--- config.mk ---
export PLATFORM = sky130hd
export DESIGN_NAME = time_keeper_register
export DESIGN_NICKNAME = d
export VERILOG_FILES = /design/src/rtl/time_keeper_register.sv
export SDC_FILE = /design/constraint.sdc
export NUM_CORES = 1
export LEC_CHECK = 0
export ABC_AREA = 1
export CAP_MARGIN = 10
export CORE_MARGIN = 5
export CORE_UTILIZATION = 52
export DETAILED_ROUTE_END_ITERATION = 10
export PLACE_DENSITY = 0.82
export SLEW_MARGIN = 20
export SYNTH_ARGS = -nofsm -noshare
export SYNTH_HDL_FRONTEND = slang
export SYNTH_SLANG_ARGS = --single-unit
--- constraint.sdc ---
create_clock -name i_clk -period 2.4 [get_ports i_clk]
set_input_delay 0.72 -clock i_clk [delete_from_list [all_inputs] [get_ports i_clk]]
set_output_delay 0.72 -clock i_clk [all_outputs]
set_load 0.1 [all_outputs]
--- src/rtl/time_keeper_register.sv ---
// Hours/minutes/seconds register with parallel load, set modes,
// full carry ripple, day-rollover pulse and a 12-hour view.
module time_keeper_register #(
  parameter int SEC_MOD  = 60,
  parameter int MIN_MOD  = 60,
  parameter int HOUR_MOD = 24,
  parameter int SEC_W    = 6,
  parameter int MIN_W    = 6,
  parameter int HOUR_W   = 5
) (
  input  logic              i_clk,
  input  logic              i_reset_n,
  input  logic              i_en,
  input  logic [1:0]        i_mode,
  input  logic              i_dir,
  input  logic              i_load,
  input  logic [SEC_W-1:0]  i_load_sec,
  input  logic [MIN_W-1:0]  i_load_min,
  input  logic [HOUR_W-1:0] i_load_hour,
  output logic [SEC_W-1:0]  o_seconds,
  output logic [MIN_W-1:0]  o_minutes,
  output logic [HOUR_W-1:0] o_hours,
  output logic [HOUR_W-1:0] o_hours_12,
  output logic              o_pm,
  output logic              o_day_tick,
  output logic              o_load_err
);

  typedef enum logic [1:0] {
    MODE_COUNT    = 2'd0,
    MODE_SET_MIN  = 2'd1,
    MODE_SET_HOUR = 2'd2,
    MODE_CLR_SEC  = 2'd3
  } mode_e;

  localparam logic [SEC_W-1:0]  SEC_MAX  = SEC_W'(SEC_MOD - 1);
  localparam logic [MIN_W-1:0]  MIN_MAX  = MIN_W'(MIN_MOD - 1);
  localparam logic [HOUR_W-1:0] HOUR_MAX = HOUR_W'(HOUR_MOD - 1);

  logic [SEC_W-1:0]  sec_q, sec_d;
  logic [MIN_W-1:0]  min_q, min_d;
  logic [HOUR_W-1:0] hour_q, hour_d;
  logic              day_q, day_d;
  logic              err_q, err_d;

  mode_e mode;
  logic  is_count, is_set_min, is_set_hour, is_clr_sec;
  logic  sec_wrap, min_wrap, hour_wrap;
  logic  sec_ok, min_ok, hour_ok;

  assign mode        = mode_e'(i_mode);
  assign is_count    = (mode == MODE_COUNT);
  assign is_set_min  = (mode == MODE_SET_MIN);
  assign is_set_hour = (mode == MODE_SET_HOUR);
  assign is_clr_sec  = (mode == MODE_CLR_SEC);

  assign sec_wrap  = (sec_q == SEC_MAX);
  assign min_wrap  = (min_q == MIN_MAX);
  assign hour_wrap = (hour_q == HOUR_MAX);

  // Zero-extend before comparing so a modulus of 2^W still works.
  assign sec_ok  = 32'(i_load_sec) < SEC_MOD;
  assign min_ok  = 32'(i_load_min) < MIN_MOD;
  assign hour_ok = 32'(i_load_hour) < HOUR_MOD;

  always_comb begin
    sec_d  = sec_q;
    min_d  = min_q;
    hour_d = hour_q;
    day_d  = 1'b0;
    err_d  = 1'b0;
    if (i_load) begin
      sec_d  = sec_ok  ? i_load_sec  : '0;
      min_d  = min_ok  ? i_load_min  : '0;
      hour_d = hour_ok ? i_load_hour : '0;
      err_d  = !(sec_ok && min_ok && hour_ok);
    end else if (i_en) begin
      unique case (1'b1)
        is_count: begin
          sec_d = sec_wrap ? '0 : sec_q + 1'b1;
          if (sec_wrap) begin
            min_d = min_wrap ? '0 : min_q + 1'b1;
            if (min_wrap) begin
              hour_d = hour_wrap ? '0 : hour_q + 1'b1;
              day_d  = hour_wrap;
            end
          end
        end
        is_set_min: begin
          if (i_dir)
            min_d = (min_q == '0) ? MIN_MAX : min_q - 1'b1;
          else
            min_d = min_wrap ? '0 : min_q + 1'b1;
        end
        is_set_hour: begin
          if (i_dir)
            hour_d = (hour_q == '0) ? HOUR_MAX : hour_q - 1'b1;
          else
            hour_d = hour_wrap ? '0 : hour_q + 1'b1;
        end
        is_clr_sec: begin
          sec_d = '0;
        end
        default: ;
      endcase
    end
  end

  always_ff @(posedge i_clk or negedge i_reset_n) begin
    if (!i_reset_n) begin
      sec_q  <= '0;
      min_q  <= '0;
      hour_q <= '0;
      day_q  <= 1'b0;
      err_q  <= 1'b0;
    end else begin
      sec_q  <= sec_d;
      min_q  <= min_d;
      hour_q <= hour_d;
      day_q  <= day_d;
      err_q  <= err_d;
    end
  end

  assign o_seconds  = sec_q;
  assign o_minutes  = min_q;
  assign o_hours    = hour_q;
  assign o_day_tick = day_q;
  assign o_load_err = err_q;

  generate
    if (HOUR_MOD == 24) begin : g_h12
      always_comb begin
        if (hour_q == '0)
          o_hours_12 = HOUR_W'(12);
        else if (hour_q > HOUR_W'(12))
          o_hours_12 = hour_q - HOUR_W'(12);
        else
          o_hours_12 = hour_q;
      end
      assign o_pm = (hour_q >= HOUR_W'(12));
    end else begin : g_h24
      assign o_hours_12 = hour_q;
      assign o_pm       = 1'b0;
    end
  endgenerate

endmodule

After elaboration in Yosys (flattened, before gate mapping)
Index checks and enable logic that the tools add are counted.
{ "totals": {"reg_bits": 19, "inputBits": 24, "out_inout_bits": 25, "elab_cells": 67} }
{ "classes": {"addsub": 6, "n_lt_le_gt_ge": 5, "eq_ne": 8, "mux": 30, "reduce_logical": 13} }
{ "ops": {"columns": ["operator", "n"], "rows": [
  ["6-bit two-way mux", 11],
  ["5-bit two-way mux", 10],
  ["6-bit one-hot mux with 2 select lines", 2],
  ["6-bit by 1-bit adder with 6-bit output, second input constant", 2],
  ["6-bit equality test, second input constant", 2],
  ["6-bit less-than comparator, second input constant", 2],
  ["5-bit one-hot mux with 2 select lines", 1],
  ["3-bit nonzero test", 3],
  ["6-bit logical NOT", 1],
  ["1-bit two-way mux", 6],
  ["3-bit by 2-bit inequality test with 1-bit output, second input constant", 2],
  ["6-bit by 1-bit subtractor with 6-bit output, second input constant", 1],
  ["5-bit by 1-bit adder with 5-bit output, second input constant", 1],
  ["5-bit equality test, second input constant", 1],
  ["5-bit by 4-bit >= comparator with 1-bit output, second input constant", 1],
  ["5-bit by 4-bit greater-than comparator with 1-bit output, second input constant", 1],
  ["5-bit logical NOT", 1],
  ["5-bit less-than comparator, second input constant", 1],
  ["5-bit by 1-bit subtractor with 5-bit output, second input constant", 1],
  ["5-bit by 4-bit subtractor with 5-bit output, second input constant", 1],
  ["2-bit equality test, second input constant", 2],
  ["4-bit AND reduction", 1],
  ["3-bit AND reduction", 1],
  ["2-bit by 1-bit equality test with 1-bit output, second input constant", 1],
  ["5 further kinds", 6]
]} }

Depth between registers and ports, before layout
Gate-level depths: netlist of run 1.
{ "depth": {"depth_word": 7, "depth_mapped": 12, "depth_no_buf": 12} }

Worst setup path before layout of run 1
Ideal clock, no wire load.
{ "synth_timing": {"path_type": "register to output", "startpoint": "reg hour_q[2], in the netlist o_hours[2]", "endpoint": "out o_hours_12[4]", "arrival_time_ps": 3789, "t_required_ps": 1680, "slack_ps": -2109, "stages_incl_launch_ff": 7, "n_path_buf": 1, "cell_sequence": "dfrtp_1 -> buf_2 -> inv_1 -> ha_1 -> nand3_2 -> inv_1 -> nor3_1"} }
{ "synth_via": {"elab_chain_len": 3, "word_cells_on_any_way": 5, "classes_between": "add/sub: 1; order compare: 1; mux: 2; reduce/logical: 1"} }
{ "synth_lines": {"columns": ["item", "line", "source"], "rows": [
  ["start: declaration", "42", "logic [HOUR_W-1:0] hour_q, hour_d;"],
  ["start signal: assignment", "119", "hour_q <= hour_d;"],
  ["5-bit by 4-bit subtractor with 5-bit output / 5-bit by 4-bit greater-than comparator with 1-bit output (equally long branches)", "137, 136", null],
  ["5-bit two-way mux", "136", "else if (hour_q > HOUR_W'(12))"],
  ["5-bit two-way mux *", "134", "if (hour_q == '0)"],
  ["end: declaration", "23", "output logic [HOUR_W-1:0] o_hours_12,"]
]} }
Every way passes the cells marked *; elsewhere a longest branch is shown, timed or not.

Worst setup path in the final report of run 1
{ "layout_timing": {"startpoint": "reg hour_q[2], in the netlist o_hours[2]", "endpoint": "out o_hours_12[2]"} }
Same word-level chain as after synthesis.

==> flow_summary_export.csv, run 1 <==
group,metric,value,unit
worst_setup_path,cp.arrival,1.78,ns
global_route,grt_start_max_net_pins,20,
sta,fin_crit,2.501,ns
detailed_routing,wl_per_cell,13.10,um
clock_network,cts_tree,"done",
sta,slew_violations,0,
global_route,grt-ovfl-total,0,
power,p_comb_share,72.5,%
worst_setup_path,critPathMaxFanout,5,
layout,final_nets,371,
worst_setup_path,ff2ff_setup_slack,0.76,ns
global_route,grt_first_pass_wirelength,8259,um
synthesis,synth_edf_count,0,
place,gp_congestion,0.8715,
synthesis,postSynthCellCount,275,
layout,multi_input_area,1205,um2
global_route,antenna_found_initial,0,
worst_setup_path,reg2reg_to,"o_hours[3]",
place,io_buffers,48,
layout,antennaDiodeCount,0,
sta,skew,0.002421,ns
outcome,violations,"negative setup slack",
layout,area.sequential,494.2,um2
power,internal-power,0.001031,W
clock_network,cts.clk_slew.worst_paths,0.12,ns
synthesis,synth_area,1794,um2
power,pwr_density_cell,951.6,nW/um2
min_path,hold_path_class,"flip-flop to flip-flop",
layout,fillCellCount,257,
clock_network,cts-root-buf,"clkbuf_4",
power,irDropWorstVdd,0.5964,mV
power,p_leak,1.288,nW
sta,setup_viol,5,
sta,worst_slack,-0.1010,ns
floorplan,initial_core_util,53.77,%
synthesis,ys_types,33,
detailed_routing,ant_nets,0,
detailed_routing,drt-total-wl,5006,um
sta,worst_slew_pin_slew,0.3845,ns
detailed_routing,routed-via-count,1970,
worst_setup_path,start_kind,"flip-flop",
clock_network,clock_latency,0.31,ns
sta,rsz0062_at_grt,"yes",
place,hpwl,3767,um
worst_setup_path,critPathKind,"flip-flop to output port",
floorplan,dieHeight,68.74,um
floorplan,row_count,21,
power,pwr-share-seq,20.5,%
layout,area_growth,44.49,%
floorplan,core_area,3337,um2
detailed_routing,dr.pass1.iters,4,
synthesis,async_flop_share,100.0,%
place,dp_slack,0.1145,ns
outcome,outcome,"complete, but fails checks",
worst_setup_path,cp.required,1.68,ns
synthesis,yosys_warnings,0,
clock_network,hold_buffers,0,
worst_setup_path,cp-endpoint,"o_hours_12[2]",
synthesis,avgSynthCellArea,6.524,um2
synthesis,synth_nets,309,
sta,min_period_over_period,104.2,%
detailed_routing,via_per_inst,5.157,
sta,slew_headroom,74.37,%
sta,fmax,0.3998,GHz
power,power_frac_clock,7.0,%
worst_setup_path,startpoint,"o_hours[2]",
floorplan,io_pins,49,
power,p_total,0.002467,W
detailed_routing,first_iter_violations,140,
global_route,grt_usage,23.20,%
floorplan,die-area,4725,um2
global_route,grt_pass1_vias,1846,
synthesis,yosysSeqAreaShare,26.50,%
synthesis,synthFlopType,"dfrtp_1",
layout,drive_gt1_share,25.60,%
clock_network,cts.htree.levels,1,
synthesis,synth-seq-cells,19,
power,swShare,58.22,%
clock_network,clock-sinks,19,
floorplan,die_w,68.74,um
sta,finalHoldViolCount,0,
detailed_routing,drc,0,
worst_setup_path,worst_setup_path_end_kind,"output port",
clock_network,cts_buffer_depth,2,
flow_run,drv_cap,0,
worst_setup_path,worstRegToRegCells,12,
power,switching_power,0.001436,W
clock_network,cts_inserted_buffers,3,
worst_setup_path,reg2reg_from,"o_hours[3]",
-- placed cells by master (no fill, tap or decap), types with 2 or more instances in the layout --
cell,Yosys,final
o21ai_0,12,12
xnor2_1,2,2
a31oi_1,2,2
nand3_1,27,25
inv_2,2,7
nor2_2,1,2
nand2_1,80,78
dfrtp_1,19,14
clkbuf_4,0,3
ha_4,0,2
dfrtp_4,0,5
clkinv_4,1,3
a21boi_2,3,3
xor2_1,10,9
a21oi_2,2,2
buf_12,0,7
a21oi_1,10,9
a22oi_1,3,3
buf_4,1,31
nor2_1,28,26
nand2_2,4,6
inv_1,37,30
nand3_2,1,3
o211ai_1,2,2
clkdlybuf4s50_1,0,23
nand4_1,4,4
o21ai_2,2,2
ha_1,10,7
-- how the worst min path moves through the flow --
stage,from,endpoint,slack [ns],cells past startpoint
6_report,o_seconds[1],o_seconds[1],0.62,2
5_1_grt,o_hours[3],o_hours[3],0.66,2
4_1_cts,o_seconds[1],o_seconds[1],0.62,2
3_5_place_dp,o_seconds[1],o_seconds[1],0.60,2
3_3_place_gp,o_seconds[3],o_seconds[3],0.58,2
2_1_floorplan,i_reset_n,o_day_tick,0.42,0
-- layout make-up --
type / count / area share, %
sequential: 19 / 19.06
multi-input combinational: 209 / 46.48
inverter: 41 / 6.515
clock inverter: 1 / 0.1930
tap: 46 / 2.220
timing repair buffer: 63 / 24.66
clock buffer: 3 / 0.8687
-- what timing repair did --
action,4_1_cts,5_1_grt
pin swaps,6,7
setup buffers,7,3
setup endpoints to repair,5,5
gates resized for setup,7,9
-- through the flow --
stage | util (%) | hold slack, ns | setup TNS (ns) | instances | area [um2]
6_report | 77.69 | 0.6162 | -0.2294 | 382 | 2592
5_1_grt | 77.69 | 0.6622 | -0.5957 | 382 | 2592
4_1_cts | 76.38 | 0.6209 | -0.2929 | 379 | 2549
3_5_place_dp | 73.34 | 0.6021 | 0 | 368 | 2447
3_3_place_gp | 73.34 | 0.5844 | 0 | 368 | 2447
2_1_floorplan | - | 0.4244 | -2.755 | 275 | 1882
-- Yosys cell counts (4+ instances only) --
library cell	n	share of area, %
dfrtp_1	19	26
nand2_1	80	17
nand3_1	27	7.5
nor2_1	28	5.9
ha_1	10	7.0
o21ai_0	12	3.3
xor2_1	10	4.9
inv_1	37	7.7
nand4_1	4	1.4
nand2_2	4	1.4
a21oi_1	10	2.8
-- sequential cells by signal, summed over array words and instances, names as in the netlist --
name and count:
o_hours 5, o_load_err 1, o_seconds 6, o_day_tick 1, o_minutes 6
-- critical path: stages, from the launching register on --
cell	delay [ns]
dfrtp_4	0.56
ha_4	0.20
nand3_2	0.09
nand2_2	0.06
buf_4	0.13
buf_6	0.10
nand2_2	0.07
nand3_2	0.09
buf_12	0.18
-- layer usage --
| layer | global-route usage, % | vias up | share of wire (%) |
|---|---|---|---|
| li1 | - | 1002 | - |
| met1 | 28.47 | 886 | 41 |
| met2 | 41.48 | 73 | 50 |
| met3 | 2.917 | 9 | 7.1 |
| met4 | 8.029 | 0 | 1.8 |
| met5 | 0 | - | 0 |
-- power groups by stage --
stage | clock network, W | logic [W] | registers [W]
finish | 0.000172 | 0.00179 | 0.000505
global route | 0.000191 | 0.00189 | 0.000517
CTS | 0.000178 | 0.00175 | 0.000503
detailed placement | 0 | 0.00167 | 0.000518
global placement | 0 | 0.00165 | 0.000516
floorplan | 0 | 0.000810 | 0.000923
-- cells by family after synthesis --
family                   count (synthesis)  share of synthesized area (%)
AND/OR/NAND/NOR                        150                          36.68
buffers and inverters                   47                          10.95
AO/OA/AOI/OAI                           37                          13.04
flip-flops                              19                          26.50
XOR/XNOR                                12                          5.858
adder cells (fa/ha/maj)                 10                          6.974
Note: power is estimated with default switching activity, not from simulation.
==> inputs of run 2 (changes only) <==
Settings changed: GPL_ROUTABILITY_DRIVEN set to 0.
==> results of run 2 <==
The final DEF is identical to that of run 1; final timing and power are the same.
